===== src/rtl/decoder_pkg.sv =====
// Shared types and helpers for the scanning one-hot decoder family.
package decoder_pkg;

  localparam int DEC_IN_W = 3;

  typedef enum logic [1:0] {
    IDLE,
    DIRECT,
    SCAN
  } dec_state_t;

  // Bits needed to count 0..value-1, never less than one so a DWELL of 1 still has a register.
  function automatic int clog2_min1(input int value);
    int width;
    width = 0;
    for (int i = 0; i < 31; i++) begin
      if ((1 << i) < value) width = i + 1;
    end
    return (width < 1) ? 1 : width;
  endfunction

endpackage


===== src/rtl/onehot_dec.sv =====
// Combinational index-to-one-hot decoder with an enable that forces all zeros.
module onehot_dec
  import decoder_pkg::*;
#(
  parameter int IN_W = DEC_IN_W
) (
  input  logic                  i_en,
  input  logic [IN_W-1:0]       i_idx,
  output logic [(2**IN_W)-1:0]  o_onehot
);

  always_comb begin
    o_onehot = '0;
    if (i_en) o_onehot[i_idx] = 1'b1;
  end

endmodule


===== src/rtl/decoder_n_scan.sv =====
// Registered N-to-2^N one-hot decoder with direct-index and auto-scan modes.
// Scan mode walks every output line with a programmable dwell and pulses wrap per sweep.
module decoder_n_scan
  import decoder_pkg::*;
#(
  parameter int IN_W    = DEC_IN_W,
  parameter int DWELL   = 4,
  parameter int ACT_LOW = 0
) (
  input  logic                  clk,
  input  logic                  rst_n,
  input  logic                  E,
  input  logic                  mode,
  input  logic                  hold,
  input  logic [IN_W-1:0]       In,
  output logic [(2**IN_W)-1:0]  Out,
  output logic [IN_W-1:0]       idx,
  output logic                  wrap
);

  localparam int OUT_W = 2**IN_W;
  localparam int DW    = clog2_min1(DWELL);
  localparam logic [DW-1:0]    DWELL_LAST = DW'(DWELL - 1);
  localparam logic [OUT_W-1:0] INACTIVE   = (ACT_LOW != 0) ? {OUT_W{1'b1}} : {OUT_W{1'b0}};

  dec_state_t       r_state, w_state_n;
  logic [IN_W-1:0]  r_idx, w_idx_n;
  logic [DW-1:0]    r_dwell, w_dwell_n;
  logic             r_wrap, w_wrap_n;
  logic [OUT_W-1:0] r_out, w_out_n;
  logic             w_sel_en;
  logic [OUT_W-1:0] w_onehot;

  // Next-index mux: Out is always decoded from w_idx_n, so it can never go multi-hot on a mode switch.
  always_comb begin
    w_state_n = r_state;
    w_idx_n   = r_idx;
    w_dwell_n = r_dwell;
    w_wrap_n  = 1'b0;
    w_sel_en  = 1'b1;
    if (!E) begin
      w_state_n = IDLE;
      w_sel_en  = 1'b0;
      w_dwell_n = '0;
    end else if (!mode) begin
      w_state_n = DIRECT;
      w_idx_n   = In;
      w_dwell_n = '0;
    end else if (r_state != SCAN) begin
      w_state_n = SCAN;
      w_idx_n   = '0;
      w_dwell_n = '0;
    end else if (hold) begin
      w_state_n = SCAN;
    end else if (r_dwell != DWELL_LAST) begin
      w_dwell_n = r_dwell + 1'b1;
    end else begin
      w_dwell_n = '0;
      w_idx_n   = r_idx + 1'b1;
      w_wrap_n  = &r_idx;
    end
  end

  onehot_dec #(
    .IN_W (IN_W)
  ) u_onehot_dec (
    .i_en     (w_sel_en),
    .i_idx    (w_idx_n),
    .o_onehot (w_onehot)
  );

  // Polarity is folded in before the register so reset loads the true inactive level.
  assign w_out_n = w_onehot ^ INACTIVE;

  always_ff @(posedge clk or negedge rst_n) begin
    if (!rst_n) begin
      r_state <= IDLE;
      r_idx   <= '0;
      r_dwell <= '0;
      r_wrap  <= 1'b0;
      r_out   <= INACTIVE;
    end else begin
      r_state <= w_state_n;
      r_idx   <= w_idx_n;
      r_dwell <= w_dwell_n;
      r_wrap  <= w_wrap_n;
      r_out   <= w_out_n;
    end
  end

  assign Out  = r_out;
  assign idx  = r_idx;
  assign wrap = r_wrap;

endmodule

===== config.mk =====
export PLATFORM = sky130hd
export DESIGN_NAME = decoder_n_scan
export DESIGN_NICKNAME = d
export VERILOG_FILES = /design/src/rtl/decoder_pkg.sv /design/src/rtl/onehot_dec.sv /design/src/rtl/decoder_n_scan.sv
export SDC_FILE = /design/constraint.sdc
export NUM_CORES = 1
export LEC_CHECK = 0
export CORE_ASPECT_RATIO = 1.1
export CORE_MARGIN = 10
export CORE_UTILIZATION = 45
export CTS_CLUSTER_SIZE = 20
export DETAILED_ROUTE_END_ITERATION = 12
export PLACE_DENSITY_LB_ADDON = 0.12
export SYNTH_ARGS = -nofsm -noshare
export SYNTH_HDL_FRONTEND = slang
export SYNTH_HIERARCHICAL = 1
export SYNTH_SLANG_ARGS = --single-unit

===== constraint.sdc =====
create_clock -name clk -period 2.09 [get_ports clk]
set_input_delay 0.418 -clock clk [delete_from_list [all_inputs] [get_ports clk]]
set_output_delay 0.418 -clock clk [all_outputs]
set_load 0.03 [all_outputs]

==> flow_summary.yaml, run 1 <==
placement:
  dp_hpwl_um: 1200
  place_area_um2: 987
  port-buffer-count: 19
  place.gp.congestion: 0.705
  dp.cells: 96
yosys:
  ys_top_cells_by_area: "dfrtp_1, ha_1, mux2i_1"
  synth.top_cell.area_share_pct: 55.9
  ys_types: 23
  syn_nets: 64
  synth_edf_count: 0
  synth.cell_area_um2: 716
  post-synth-top-count-cell: "dfrtp_1"
  synth_seq_area_share_pct: 55.9
  ys.flop_type: "dfrtp_1"
  synthArstFlopShare_pct: 100
  yosys_warnings: 6
  synth_seq_cells: 16
  synthCells: 52
  synth_area_per_cell_um2: 13.8
  synth_top_cell_by_area: "dfrtp_1"
  synthTopCellsByCount: "dfrtp_1, ha_1, a21oi_1, mux2i_1, o21ai_0"
sta:
  rsz0062_at_grt: "no"
  slew_viol_final: 0
  min_period_over_period_pct: 89.7
  fmax_mhz: 533
  fin_hold_ws_ns: 0.474
  setup_tns_ns: 0
  slew_headroom_pct: 78.7
  setup_viol: 0
  finalCriticalPeriod_ns: 1.87
  worst_pin_slew_ns: 0.318
  skew_ns: 0.00138
  hold_violations: 0
cts:
  cts_buffer_depth: 2
  cts.sinks: 16
  cts_tree: "built"
  h-tree-depth: 1
  cts_setup_buffers: 0
  insertion_delay_ns: 0.26
  clkTransAtPathRegs_ns: 0.08
  cts_made_buffers: 3
  cts_resized: 0
  cts_root_buf: "clkbuf_4"
  ctsHoldBuffers: 0
floorplan:
  die_y_um: 61.8
  die_x_um: 58.0
  dieArea_um2: 3590
  num_io_pins: 20
  initial_core_util_pct: 46.5
  core_area_um2: 1540
  rows: 15
critical_path:
  r2r-start: "r_dwell[0]$_DFFE_PN0P_"
  path_max_fanout: 9
  critPathBufInv: 1
  start_kind: "input pin"
  crit_start: "E"
  rrSetupSlack_ns: 0.40
  cp-endpoint: "Out[4]$_DFF_PN0_"
  critPathArrivalTime_ns: 2.03
  reg2regPathDepth: 5
  required_ns: 2.25
  cp-end-kind: "flop"
  slowest_delay_ns: 0.60
  cp.depth: 5
  cp_cell_sequence: "clkdlybuf4s50_1 -> nand4b_2 -> o21ai_0 -> a211o_1 -> and4bb_2"
  worst-setup-path-type: "in2reg"
  crit_family: "buffers and inverters"
  r2r_end: "Out[3]$_DFF_PN0_"
  slowest_stage: "clkdlybuf4s50_1"
route:
  wl_met1_um: 616
  routed_wl_um: 1500
  topRoutingLayerUsed: "met3"
  drt_iter0_drc: 5
  detail-route-antenna-nets: 0
  wl_met2_um: 765
  wl_per_cell_um: 15.2
  via_count: 516
  viasPerCell: 5.21
  drt_pass1_iterations: 5
  drcViolationCount: 0
  dr_wl_met3_um: 122
global_routing:
  grt_max_degree: 17
  grt_util_all_layers_pct: 9.16
  grt_pass1_vias: 544
  grt_first_pass_wirelength_um: 2550
  antenna_found_initial: 0
  grt.overflow.total: 0
cells_and_area:
  drive_gt1_share_pct: 24.4
  area_growth_pct: 41.1
  fin_area_um2: 1010
  fill_cells: 127
  nets: 96
  diodes: 0
  final_cells: 99
job:
  cap_violations: 0
pwr:
  power.density_nw_per_um2: 593
  p_leak_uw: 0.000506
  ir_worst_vdd_v: 0.000363
status:
  status: "finished, final reports clean"
worst_hold_path:
  hold_class: "in2async"
## layout make-up
type | instances | area [um2] | area share [%]
Timing Repair Buffer | 27 | 250 | 24.8
Tap cell | 17 | 21.3 | 2.11
Multi-Input combinational cell | 35 | 312 | 30.9
Sequential cell | 16 | 400 | 39.7
Inverter | 1 | 3.75 | 0.372
Clock buffer | 3 | 22.5 | 2.23
## logic make-up after synthesis
family / count (synthesis) / synth area share [%]
AND/OR/NAND/NOR: 21 / 26.9
AO/OA/AOI/OAI: 7 / 5.42
adder cells (fa/ha/maj): 4 / 6.99
multiplexers: 3 / 4.20
buffers and inverters: 1 / 0.524
flip-flops: 16 / 55.9
## stage by stage
step                total power [uW]  utilization [%]  setup WS [ns]
finish                           598             65.6          0.216
global route                     633             65.6          0.139
CTS                              608             65.6          0.247
detailed placement               461             64.1        -0.0308
global placement                 457             64.1         0.0144
floorplan                        392                -          0.178
## how the worst min path moves through the flow
stage / slack [ns] / start / cells past startpoint / end
finish: 0.47 / rst_n / 2 / r_state[1]$_DFFE_PN0P_
global route: 0.48 / rst_n / 2 / wrap$_DFF_PN0_
CTS: 0.47 / rst_n / 2 / wrap$_DFF_PN0_
detailed placement: 0.59 / r_dwell[1]$_DFFE_PN0P_ / 2 / r_dwell[1]$_DFFE_PN0P_
global placement: 0.54 / r_dwell[1]$_DFFE_PN0P_ / 2 / r_dwell[1]$_DFFE_PN0P_
floorplan: 0.12 / rst_n / 0 / Out[0]$_DFF_PN0_
## report_power, final
group | switching (uW) | total, uW | internal (uW) | leakage [uW]
Sequential | 8.54 | 331 | 322 | 0.000216
Combinational | 62.5 | 123 | 60.4 | 0.000276
Clock | 78.1 | 145 | 66.5 | 0.0000138
## routing by layer
| metal | global-route usage [%] | up-vias |
|---|---|---|
| li1 | - | 256 |
| met1 | 9.88 | 245 |
| met2 | 16.9 | 15 |
| met3 | 3.25 | 0 |
| met4 | 2.01 | 0 |
| met5 | 0 | - |
## flip-flops by register name, indices dropped and copies added, names as in the netlist
register	count
r_dwell	2
r_state	2
idx	3
wrap	1
Out	8
## placed cells by master, fill, tap and decap left out, drive strengths merged
master | Yosys | layout
and4 | 1 | 1
and2b | 2 | 2
nor2b | 2 | 2
nor3 | 2 | 2
clkbuf | 0 | 3
dfrtp | 16 | 16
nor3b | 1 | 1
nor2 | 2 | 2
inv | 1 | 1
and4b | 3 | 3
buf | 0 | 8
and2 | 2 | 2
clkdlybuf4s50 | 0 | 19
nand2b | 1 | 1
and4bb | 3 | 3
ha | 4 | 4
a21oi | 3 | 3
a211o | 1 | 1
nor4b | 1 | 1
o21ai | 3 | 3
mux2i | 3 | 3
nand4b | 1 | 1
(Power assumes the default switching activity.)
==> run 2: changes to the inputs <==
--- a/config.mk
+++ b/config.mk
@@ -10,6 +10,7 @@
 export CORE_UTILIZATION = 45
 export CTS_CLUSTER_SIZE = 20
 export DETAILED_ROUTE_END_ITERATION = 12
+export GPL_TIMING_DRIVEN = 0
 export PLACE_DENSITY_LB_ADDON = 0.12
 export SYNTH_ARGS = -nofsm -noshare
 export SYNTH_HDL_FRONTEND = slang
==> flow_summary.yaml, run 2 (synthesized netlist as in run 1, its figures left out) <==
status:
  status: "finished, final reports clean"
floorplan:
  die_x_um: 58.0
  dieArea_um2: 3590
  core_area_um2: 1540
  rows: 15
  die_y_um: 61.8
  num_io_pins: 20
  initial_core_util_pct: 46.5
sta:
  skew_ns: 0.00713
  setup_viol: 0
  slew_headroom_pct: 53.4
  fmax_mhz: 541
  finalCriticalPeriod_ns: 1.85
  hold_violations: 0
  worst_pin_slew_ns: 0.697
  rsz0062_at_grt: "no"
  min_period_over_period_pct: 88.4
  slew_viol_final: 0
cts:
  cts_root_buf: "clkbuf_4"
  cts.sinks: 16
  cts_made_buffers: 3
  insertion_delay_ns: 0.28
  h-tree-depth: 1
  cts_tree: "built"
  ctsHoldBuffers: 0
  clkTransAtPathRegs_ns: 0.10
  cts_buffer_depth: 2
critical_path:
  r2r-start: "r_dwell[0]$_DFFE_PN0P_"
  start_kind: "input pin"
  path_max_fanout: 9
  cp-end-kind: "flop"
  slowest_delay_ns: 0.56
  required_ns: 2.26
  critPathArrivalTime_ns: 2.02
  critPathBufInv: 1
  slowest_stage: "clkdlybuf4s50_1"
  r2r_end: "Out[4]$_DFF_PN0_"
  crit_family: "buffers and inverters"
  rrSetupSlack_ns: 0.44
  reg2regPathDepth: 5
  cp_cell_sequence: "clkdlybuf4s50_1 -> nand4b_2 -> o21ai_1 -> and4bb_2"
  worst-setup-path-type: "in2reg"
placement:
  port-buffer-count: 19
  place.gp.congestion: 0.652
  place_area_um2: 927
  dp_hpwl_um: 1080
  dp.cells: 88
cells_and_area:
  diodes: 0
  drive_gt1_share_pct: 18.7
  area_growth_pct: 35.5
  nets: 88
  mostFrequentLayoutCells: "clkdlybuf4s50_1, dfrtp_1, ha_1"
  largest_reg_flops: 8
  final_cells: 92
  final_common_cell: "clkdlybuf4s50_1"
  fin_area_um2: 970
route:
  via_count: 485
  detail-route-antenna-nets: 0
  viasPerCell: 5.27
  drt_pass1_iterations: 2
  routed_wl_um: 1410
  drcViolationCount: 0
  wl_per_cell_um: 15.3
  drt_iter0_drc: 7
global_routing:
  grt_util_all_layers_pct: 8.46
  grt.overflow.total: 0
  grt_max_degree: 17
  antenna_found_initial: 0
  grt_pass1_vias: 506
  grt_first_pass_wirelength_um: 2370
pwr:
  power.density_nw_per_um2: 662
  p_leak_uw: 0.000485
  ir_worst_vdd_v: 0.000346
job:
  cap_violations: 0
worst_hold_path:
  hold_class: "in2async"
-- run 2: cell count changes in the layout (fill, tap and decap cells not counted) --
cell and change:
dlymetal6s2s_1 +1, buf_4 -8, o21ai_1 +1, clkbuf_8 +1
o21ai_0 -2, clkdlybuf4s50_1 -1, o21ai_2 +1
-- run 2: through the flow --
step | power, uW | hold slack (ns) | setup TNS (ns) | utilization [%] | setup slack, ns
after global placement | 445 | 0.538 | -3.33 | 60.2 | -0.413
after floorplan | 392 | 0.122 | 0 | - | 0.178
after CTS | 650 | 0.578 | 0 | 62.6 | 0.0477
final | 642 | 0.547 | 0 | 63.0 | 0.243
after global routing | 676 | 0.614 | 0 | 63.0 | 0.141
after detailed placement | 448 | 0.561 | -3.74 | 60.2 | -0.455
-- run 2: cell type report --
type	count	area (um2)
fillers	132	569
flip-flops and latches	16	400
multi-input cells	35	315
repair buffers	19	193
clock buffers	4	36.3
well taps	17	21.3
inverters	1	3.75
-- run 2: repair_timing --
item | 4_1_cts | 5_1_grt
setup buffers | 0 | 0
setup endpoints to repair | 8 | 8
hold endpoints to repair | 0 | 0
resized for setup | 2 | 2
-- run 2: power breakdown --
group	switching, uW	internal [uW]
Sequential	7.16	322
Combinational	60.0	51.0
Clock	95.5	106
Total	163	479
-- run 2: worst max path at each step --
stage	startpoint	endpoint	slack (ns)	cells past startpoint
CTS	E	Out[3]$_DFF_PN0_	0.05	4
finish	mode	Out[4]$_DFF_PN0_	0.24	4
detailed placement	E	Out[3]$_DFF_PN0_	-0.45	4
floorplan	idx[0]$_DFF_PN0_	Out[3]$_DFF_PN0_	0.18	5
global route	mode	Out[4]$_DFF_PN0_	0.14	5
global placement	E	Out[4]$_DFF_PN0_	-0.41	4
-- run 2: layer usage --
metal  global-route usage, %  vias up  share of wire (%)
met2                    14.6       13                 47
met1                    8.51      230                 43
met5                       0        -                  0
met4                    4.70        0                1.2
met3                    3.66        4                8.3
li1                        -      238                  -
==> run 3: changes to the inputs <==
--- a/config.mk
+++ b/config.mk
@@ -6,7 +6,6 @@
 export NUM_CORES = 1
 export LEC_CHECK = 0
 export CORE_ASPECT_RATIO = 1.1
-export CORE_MARGIN = 10
 export CORE_UTILIZATION = 45
 export CTS_CLUSTER_SIZE = 20
 export DETAILED_ROUTE_END_ITERATION = 12
==> flow_summary.yaml, run 3 (synthesized netlist as in run 1, its figures left out) <==
status:
  status: "finished, final reports clean"
floorplan:
  rows: 14
  core_area_um2: 1420
  num_io_pins: 20
  die_y_um: 43.8
  die_x_um: 40.0
  dieArea_um2: 1750
  initial_core_util_pct: 50.4
route:
  viasPerCell: 5.33
  detail-route-antenna-nets: 0
  via_count: 480
  drt_pass1_iterations: 3
  routed_wl_um: 1260
  wl_per_cell_um: 14.0
  drcViolationCount: 0
  drt_iter0_drc: 6
critical_path:
  slowest_delay_ns: 0.49
  start_kind: "input pin"
  critPathArrivalTime_ns: 2.04
  cp_cell_sequence: "clkdlybuf4s50_1 -> nand2b_2 -> mux2i_1 -> o21ai_1 -> and4bb_2"
  path_max_fanout: 9
  worst-setup-path-type: "in2reg"
  critPathBufInv: 1
  slowest_stage: "clkdlybuf4s50_1"
  r2r_end: "Out[4]$_DFF_PN0_"
  crit_family: "simple AND/OR/NAND/NOR gates"
  cp-end-kind: "flop"
  reg2regPathDepth: 5
  rrSetupSlack_ns: 0.40
  r2r-start: "r_dwell[0]$_DFFE_PN0P_"
  required_ns: 2.25
global_routing:
  grt_pass1_vias: 469
  grt_util_all_layers_pct: 17.6
  antenna_found_initial: 0
  grt_max_degree: 17
  grt.overflow.total: 0
  grt_first_pass_wirelength_um: 2020
cells_and_area:
  final_cells: 90
  diodes: 0
  drive_gt1_share_pct: 17.6
  largest_reg_flops: 8
  final_common_cell: "clkdlybuf4s50_1"
  mostFrequentLayoutCells: "clkdlybuf4s50_1, dfrtp_1, ha_1"
  fin_util_pct: 67.3
  nets: 88
  area_growth_pct: 33.4
sta:
  slew_viol_final: 0
  rsz0062_at_grt: "no"
  worst_pin_slew_ns: 0.679
  fmax_mhz: 533
  skew_ns: 0.000928
  slew_headroom_pct: 54.6
  setup_viol: 0
  hold_violations: 0
  min_period_over_period_pct: 89.8
  finalCriticalPeriod_ns: 1.88
cts:
  cts_made_buffers: 3
  cts_setup_buffers: 0
  ctsHoldBuffers: 0
  clkTransAtPathRegs_ns: 0.08
  cts_root_buf: "clkbuf_4"
  insertion_delay_ns: 0.27
  cts_buffer_depth: 2
  h-tree-depth: 1
  cts_tree: "built"
  cts.sinks: 16
pwr:
  power.density_nw_per_um2: 617
  ir_worst_vdd_v: 0.000336
  p_leak_uw: 0.000478
job:
  cap_violations: 0
worst_hold_path:
  hold_class: "in2async"
placement:
  dp.cells: 87
  port-buffer-count: 19
  place.gp.congestion: 0.669
run 3: cell types whose count changed in the layout (fill, tap and decap cells not counted):
cell	before	now
clkbuf_8	1	0
run 3: area by class of cell:
class,instances,area [um2]
Fill cell,111,464
Multi-Input combinational cell,35,315
Inverter,1,3.75
Sequential cell,16,400
Timing Repair Buffer,19,193
Tap cell,16,20.0
Clock buffer,3,22.5
run 3: stage by stage:
step           hold slack (ns)  area [um2]  setup slack [ns]  TNS, ns  power (uW)
6_report                 0.555         955             0.214        0         589
3_3_place_gp             0.558         926            -0.448    -3.71         445
3_5_place_dp             0.567         926            -0.455    -3.70         447
2_1_floorplan            0.122         716             0.178        0         392
5_1_grt                  0.602         955             0.128        0         621
4_1_cts                  0.579         948            0.0611        0         598
run 3: how the worst max path moves through the flow:
stage	startpoint	to	slack, ns	depth (start not counted)
5_1_grt	mode	Out[4]$_DFF_PN0_	0.13	5
2_1_floorplan	idx[0]$_DFF_PN0_	Out[3]$_DFF_PN0_	0.18	5
6_report	hold	Out[4]$_DFF_PN0_	0.21	5
3_5_place_dp	E	Out[4]$_DFF_PN0_	-0.46	4
3_3_place_gp	E	Out[4]$_DFF_PN0_	-0.45	4
4_1_cts	E	Out[4]$_DFF_PN0_	0.06	4
run 3: report_power, final:
part | leakage, uW | switching (uW) | internal (uW) | total, uW
logic | 0.000248 | 59.7 | 50.8 | 111
registers | 0.000216 | 7.93 | 322 | 330
clock network | 0.0000138 | 81.6 | 66.6 | 148
total | 0.000478 | 149 | 440 | 589
run 3: what timing repair did:
action	CTS	global route
endpoints found under the setup margin	8	7
gates resized for setup	2	2
hold endpoints to repair	0	0
run 3: routing by layer:
layer	vias to the layer above	wire length [um]	track usage [%]
li1	236	-	-
met1	236	499	20.5
met2	6	722	30.0
met3	2	37	4.62
met4	0	4	6.21
met5	-	0	0
